### config.mk
export PLATFORM = sky130hd
export DESIGN_NAME = enemy_hit_detector
export DESIGN_NICKNAME = d
export VERILOG_FILES = /design/src/rtl/enemy_pkg.sv /design/src/rtl/enemy_dodge_zone.sv /design/src/rtl/enemy_hit_detector.sv
export SDC_FILE = /design/constraint.sdc
export NUM_CORES = 1
export LEC_CHECK = 0
export CAP_MARGIN = 20
export CORE_ASPECT_RATIO = 0.8
export CORE_MARGIN = 4
export CORE_UTILIZATION = 44
export DETAILED_ROUTE_END_ITERATION = 10
export PLACE_DENSITY = 0.87
export SLEW_MARGIN = 20
export SYNTH_ARGS = -nofsm -noshare
export SYNTH_HDL_FRONTEND = slang
export SYNTH_SLANG_ARGS = --single-unit
export TNS_END_PERCENT = 100
### constraint.sdc
create_clock -name clk -period 1.8 [get_ports clk]
set_input_delay 0.18 -clock clk [delete_from_list [all_inputs] [get_ports clk]]
set_output_delay 0.18 -clock clk [all_outputs]
set_load 0.02 [all_outputs]
### src/rtl/enemy_pkg.sv
// Shared definitions for the enemy hit detector slice.
// - enemy_life_t : life-cycle states of the enemy
// - NUM_SHOTS    : number of player shots tracked in parallel
// - SCREEN_W     : visible screen width in pixels
// - sat_inc8     : saturating 8-bit increment used by the hit counter
package enemy_pkg;

    typedef enum logic [1:0] {
        ALIVE,
        HIT_REPORT,
        DEAD
    } enemy_life_t;

    localparam int NUM_SHOTS   = 3;
    localparam int SCREEN_W    = 640;
    localparam int HIT_COUNT_W = 8;

    function automatic logic [HIT_COUNT_W-1:0] sat_inc8(input logic [HIT_COUNT_W-1:0] value);
        return (value == {HIT_COUNT_W{1'b1}}) ? value : value + 1'b1;
    endfunction

endpackage

### src/rtl/enemy_dodge_zone.sv
// Dodge zone detector: flags pixels lying in the rectangle below the enemy
// where an incoming shot should make it dodge.
// Ports:
//   clk, resetN            clock, asynchronous active-low reset
//   pixelX, pixelY         current VGA pixel
//   topLeftX, topLeftY     enemy top-left corner
//   zone_flag_d            zone flag delayed one cycle, aligned with the
//                          registered drawing requests
module enemy_dodge_zone #(
    parameter int OBJECT_WIDTH_X  = 30,
    parameter int OBJECT_HEIGHT_Y = 30,
    parameter int DODGE_MARGIN_X  = 16,
    parameter int DODGE_RANGE_Y   = 96
) (
    input  logic        clk,
    input  logic        resetN,
    input  logic [10:0] pixelX,
    input  logic [10:0] pixelY,
    input  logic [10:0] topLeftX,
    input  logic [10:0] topLeftY,
    output logic        zone_flag_d
);

    localparam logic signed [11:0] WIDTH_S  = 12'(OBJECT_WIDTH_X);
    localparam logic signed [11:0] HEIGHT_S = 12'(OBJECT_HEIGHT_Y);
    localparam logic signed [11:0] MARGIN_S = 12'(DODGE_MARGIN_X);
    localparam logic signed [11:0] RANGE_S  = 12'(DODGE_RANGE_Y);

    logic signed [11:0] px_s;
    logic signed [11:0] py_s;
    logic signed [11:0] tlx_s;
    logic signed [11:0] tly_s;
    logic signed [11:0] x_lo_raw;
    logic signed [11:0] x_lo;
    logic signed [11:0] x_hi;
    logic signed [11:0] y_lo;
    logic signed [11:0] y_hi;
    logic               in_zone;

    // Signed arithmetic with one spare bit: an enemy close to the left edge
    // gives a negative lower bound that is clamped to 0 instead of wrapping
    // to a huge unsigned value near 2047.
    always_comb begin
        px_s     = signed'({1'b0, pixelX});
        py_s     = signed'({1'b0, pixelY});
        tlx_s    = signed'({1'b0, topLeftX});
        tly_s    = signed'({1'b0, topLeftY});
        x_lo_raw = tlx_s - MARGIN_S;
        x_lo     = x_lo_raw[11] ? 12'sd0 : x_lo_raw;
        x_hi     = tlx_s + WIDTH_S + MARGIN_S;
        y_lo     = tly_s + HEIGHT_S;
        y_hi     = y_lo + RANGE_S;
        in_zone  = (px_s >= x_lo) && (px_s < x_hi) && (py_s >= y_lo) && (py_s < y_hi);
    end

    always_ff @(posedge clk or negedge resetN) begin
        if (!resetN) begin
            zone_flag_d <= 1'b0;
        end else begin
            zone_flag_d <= in_zone;
        end
    end

endmodule

### src/rtl/enemy_hit_detector.sv
// Per-frame collision and threat evaluator feeding the enemy movement block.
// Accumulates overlaps during a frame and reports them as one-cycle pulses
// in the cycle right after startOfFrame.
// Ports:
//   clk, resetN               clock, asynchronous active-low reset
//   startOfFrame              one-cycle frame boundary pulse
//   pause                     suppress pulses and discard the frame snapshot
//   pixelX/Y, topLeftX/Y      pixel position and enemy corner
//   enemyDrawingRequest       enemy pixel active (registered stage)
//   shotDrawingRequest[2:0]   shot pixels active (same stage)
//   boundaryDrawingRequest    side-wall pixel active (same stage)
//   shotCollision[2:0]        pulse: shots that hit the enemy last frame
//   changeDirection           pulse: enemy touched a wall last frame
//   dodgeBullet               pulse: a shot entered the dodge zone last frame
//   enemyDead                 level: enemy has been hit
//   hitCount[7:0]             saturating count of frames with a hit
module enemy_hit_detector
    import enemy_pkg::*;
#(
    parameter int OBJECT_WIDTH_X  = 30,
    parameter int OBJECT_HEIGHT_Y = 30,
    parameter int DODGE_MARGIN_X  = 16,
    parameter int DODGE_RANGE_Y   = 96
) (
    input  logic                   clk,
    input  logic                   resetN,
    input  logic                   startOfFrame,
    input  logic                   pause,
    input  logic [10:0]            pixelX,
    input  logic [10:0]            pixelY,
    input  logic [10:0]            topLeftX,
    input  logic [10:0]            topLeftY,
    input  logic                   enemyDrawingRequest,
    input  logic [NUM_SHOTS-1:0]   shotDrawingRequest,
    input  logic                   boundaryDrawingRequest,
    output logic [NUM_SHOTS-1:0]   shotCollision,
    output logic                   changeDirection,
    output logic                   dodgeBullet,
    output logic                   enemyDead,
    output logic [HIT_COUNT_W-1:0] hitCount
);

    logic                 zone_flag_d;
    logic [NUM_SHOTS-1:0] hit_now;
    logic [NUM_SHOTS-1:0] hit_acc_reg;
    logic [NUM_SHOTS-1:0] hit_acc_next;
    logic                 wall_now;
    logic                 wall_acc_reg;
    logic                 wall_acc_next;
    logic                 dodge_now;
    logic                 dodge_acc_reg;
    logic                 dodge_acc_next;
    logic                 report_en;
    enemy_life_t          life_reg;

    enemy_dodge_zone #(
        .OBJECT_WIDTH_X (OBJECT_WIDTH_X),
        .OBJECT_HEIGHT_Y(OBJECT_HEIGHT_Y),
        .DODGE_MARGIN_X (DODGE_MARGIN_X),
        .DODGE_RANGE_Y  (DODGE_RANGE_Y)
    ) u_dodge_zone (
        .clk        (clk),
        .resetN     (resetN),
        .pixelX     (pixelX),
        .pixelY     (pixelY),
        .topLeftX   (topLeftX),
        .topLeftY   (topLeftY),
        .zone_flag_d(zone_flag_d)
    );

    // On startOfFrame the old contents are dropped (they are being reported
    // this same cycle) and only the current request is kept, so a request
    // coinciding with the boundary belongs to the new frame.
    generate
        for (genvar gi = 0; gi < NUM_SHOTS; gi++) begin : g_hit
            assign hit_now[gi]      = enemyDrawingRequest & shotDrawingRequest[gi];
            assign hit_acc_next[gi] = hit_now[gi] | (hit_acc_reg[gi] & ~startOfFrame);
        end
    endgenerate

    assign wall_now       = enemyDrawingRequest & boundaryDrawingRequest;
    assign wall_acc_next  = wall_now | (wall_acc_reg & ~startOfFrame);
    assign dodge_now      = zone_flag_d & (|shotDrawingRequest);
    assign dodge_acc_next = dodge_now | (dodge_acc_reg & ~startOfFrame);

    // A paused boundary throws the finished frame away entirely.
    assign report_en = startOfFrame & ~pause;

    always_ff @(posedge clk or negedge resetN) begin
        if (!resetN) begin
            hit_acc_reg   <= '0;
            wall_acc_reg  <= 1'b0;
            dodge_acc_reg <= 1'b0;
        end else begin
            hit_acc_reg   <= hit_acc_next;
            wall_acc_reg  <= wall_acc_next;
            dodge_acc_reg <= dodge_acc_next;
        end
    end

    // Life FSM and registered pulse outputs. Pulses default low every cycle,
    // so anything set on the boundary edge lasts exactly one cycle.
    always_ff @(posedge clk or negedge resetN) begin
        if (!resetN) begin
            life_reg        <= ALIVE;
            shotCollision   <= '0;
            changeDirection <= 1'b0;
            dodgeBullet     <= 1'b0;
            enemyDead       <= 1'b0;
            hitCount        <= '0;
        end else begin
            shotCollision   <= '0;
            changeDirection <= 1'b0;
            dodgeBullet     <= 1'b0;

            // The counter tallies every reported hit frame, also after death,
            // so it keeps reflecting total hits taken.
            if (report_en && (|hit_acc_reg)) begin
                hitCount <= sat_inc8(hitCount);
            end

            case (life_reg)
                ALIVE: begin
                    if (report_en) begin
                        if (|hit_acc_reg) begin
                            // A hit wins the slot: wall and dodge are dropped.
                            shotCollision <= hit_acc_reg;
                            life_reg      <= HIT_REPORT;
                        end else begin
                            changeDirection <= wall_acc_reg;
                            dodgeBullet     <= dodge_acc_reg;
                        end
                    end
                end
                HIT_REPORT: begin
                    enemyDead <= 1'b1;
                    life_reg  <= DEAD;
                end
                default: begin
                    // DEAD: silent until reset.
                end
            endcase
        end
    end

endmodule

==> results of run 1 <==
[Yosys cell counts, drive strengths merged, types with 3 or more instances]
cell type and n:
xnor2 20, a21oi 19, nor4 4, nand2b 7
o21ai 15, clkbuf 6, xor2 8, a21o 5
buf 4, inv 20, dfrtp 22, ha 44
nand3 10, nor3 7, o211ai 4, and3 5
nand4 4, nor2b 4, nand2 23, a31oi 3
nor2 22
[logic make-up (layout without fill, tap and decap cells)]
logic type               count (synthesis)  after routing  synth area share [%]
AND/OR/NAND/NOR                        100            100                  21.5
AO/OA/AOI/OAI                           62             62                  16.5
adder cells (fa/ha/maj)                 44             44                  23.1
buffers and inverters                   30            175                  5.00
XOR/XNOR                                28             28                  10.3
flip-flops                              22             22                  23.1
multiplexers                             1              1                 0.421
[layout make-up]
class / count / area [sq um]
multi-input combinational: 235 / 1970
fill: 297 / 1040
clock buffer: 3 / 41.3
clock inverter: 1 / 30.0
sequential: 22 / 553
tap: 62 / 77.6
timing repair buffer: 151 / 1310
inverter: 20 / 92.6
[per-stage QoR]
| step | utilization, % | setup WS, ps | power (uW) | hold slack (ps) |
|---|---|---|---|---|
| 2_1_floorplan | - | -865 | 1100 | -116 |
| 3_3_place_gp | 72.1 | -1510 | 1590 | 445 |
| 3_5_place_dp | 72.1 | -1660 | 1640 | 470 |
| 4_1_cts | 76.0 | -848 | 2180 | 253 |
| 5_1_grt | 79.6 | -1010 | 2420 | 273 |
| 6_report | 79.6 | -863 | 2300 | 243 |
[worst paths after layout]
kind | to | slack (ps) | startpoint | cells past startpoint
worst max-delay path | u_dodge_zone.zone_flag_d | -860 | topLeftY[2] | 16
min in group clk | enemyDead | 480 | enemyDead | 1
worst min-delay path | dodgeBullet | 240 | resetN | 2
worst max register to register | hitCount[6] | 50 | hitCount[0] | 7
max in group asynchronous | hitCount[1] | 1320 | resetN | 2
worst min register to register | enemyDead | 480 | enemyDead | 1
[worst max-delay path: cells and delay by family]
kind	cells	cell delay, ps
buffers and inverters	4	350
adder cells (fa/ha/maj)	3	640
AO/OA/AOI/OAI	4	730
XOR/XNOR	2	270
AND/OR/NAND/NOR	3	660
[power by group]
part	internal, uW	switching, uW
Sequential	563	68.4
Combinational	636	559
Clock	297	171
Total	1500	798
[timing repair]
item | CTS | global route
setup endpoints to repair | 4 | 5
cloned | 0 | 0
resized for setup | 36 | 40
pin swaps | 15 | 20
setup buffers | 4 | 7
[routing by layer]
metal	part of all wire (%)	global-route usage [%]
met2	52	46.6
met3	5.2	4.30
met5	0	0
met1	39	25.7
met4	3.2	9.51
==> metrics.md, run 1 <==
| Metric | Value |
|---|---|
| Final worst slack | -863 ps |
| Synthesis-to-layout area growth | 71.4% |
| Core area | 5120 sq um |
| Critical Path, Cell by Cell | buf_12 -> inv_12 -> ha_4 -> nor3b_4 -> xnor2_2 -> inv_2 -> ha_4 -> buf_6 -> o32ai_4 -> xnor2_1 -> ha_1 -> nor2b_4 -> o21ai_1 -> o311a_1 -> o311ai_2 -> nor4b_2 |
| Largest net degree at the start of global routing | 23 |
| Clock Path Buffers | 2 |
| Crit path time final | 2660 ps |
| Max frequency | 375 MHz |
| Mapped cell area | 2380 sq um |
| Maxcap violations | 0 |
| Worst skew pair latency | 270 ps |
| Nets | 530 |
| CP Data Required Time | 1960 ps |
| Syn Inst Count | 287 |
| Critical Path AT | 2830 ps |
| Ant diodes | 0 |
| Total Wirelength | 8670 microns |
| GRT Overall Usage | 23.8% |
| Via Count | 2829 |
| Syn_nets | 384 |
| Die span in x | 90.2 microns |
| Total Neg Setup Slack | -863 ps |
| Max FFs per register | 8 |
| Post-synth EDFFs | 0 |
| WL/cell | 17.6 microns |
| Post-synth top area cell | dfrtp_1 |
| Critical-path top delay cell | ha_1 |
| Critical Path Most Common Cell | ha_4 |
| Cts hold-fix bufs | 0 |
| Die Span Y | 73.8 microns |
| Root buf cell | clkbuf_8 |
| Antenna violations before repair | 0 |
| Routed Antenna Nets | 0 |
| Layout cell share with drive strength beyond 1 | 31.7% |
| Hold Violations, Final | 0 |
| Hold Path Class | input port to asynchronous set/reset pin |
| DP Area | 3690 sq um |
| RSZ-0062 raised after global routing | yes |
| Final Cycle Share | 148% |
| Cell Rows | 23 |
| P_leak | 0.00192 uW |
| Clock Pin Slew Worst Setup and Hold Paths | 90 ps |
| Non-Filler Instances | 494 |
| Number of global-route vias before repair | 2943 |
| Most common cell after layout, fill and taps aside | buf_4 |
| Seq/Total Area, Yosys | 23.1% |
| Placer Congestion | 0.853 |
| Vias/cell | 5.73 |
| CTS tree | done |
| Warnings, synthesis | 0 |
| Main synth FF type | dfrtp_1 |
| DR pass1 iterations | 6 |
| # H-tree levels | 1 |
| Setup Viol. Count Final | 1 |
| Detailed Route Iter0 Violations | 204 |
| Rel. slew slack | 59.3% |
| I/O Buffers | 66 |
| Total CTS buffers | 3 |
| # clock sinks | 22 |
| Crit Path Max Fanout | 4 |
| Failing checks | setup timing |
| Maximum vdd drop | 0.416 mV |
| Final non-filler cell area | 4080 sq um |
| Top cells by area, synth | dfrtp_1 (23%), ha_1 (23%), xnor2_1 (7.4%) |
| #FFs+latches synth | 22 |
| Outcome | finished with violations |
| Synth cell types | 43 |
| Die area | 6650 sq um |
| First-pass GRT wire length | 13000 microns |
| Final slew viol count | 0 |
| Layout Skew | 13.4 ps |
| Kind of critical path | input port to flip-flop |
| Critical Path Sink Type | flip-flop |
| Most frequent cells in the layout | buf_4 (83), clkdlybuf4s50_1 (57), ha_1 (41) |
| Cell Pwr Density | 563 nW/um^2 |
| Crit-path max cell delay | 340 ps |
| Worst setup SP type | input port |
| Mean post-synth cell area | 8.29 sq um |
| I/O pin count | 67 |
| Area fraction of the dominant cell type after synthesis | 23.1% |
| DRC | 0 |
| Dpl cells | 480 |
| Worst Tran Pin Value | 595 ps |
| Dpl hpwl | 5960 microns |
| Initial core utilization | 46.4% |
| Grt total ovfl | 0 |
| Ys async rst share | 100% |
Power figures use the tool's default switching activity.
==> run 2: changes to the inputs <==
--- a/config.mk
+++ b/config.mk
@@ -10,6 +10,7 @@
 export CORE_MARGIN = 4
 export CORE_UTILIZATION = 44
 export DETAILED_ROUTE_END_ITERATION = 10
+export GPL_ROUTABILITY_DRIVEN = 0
 export PLACE_DENSITY = 0.87
 export SLEW_MARGIN = 20
 export SYNTH_ARGS = -nofsm -noshare
==> results of run 2 <==
The final DEF is identical to that of run 1; final timing and power are the same.
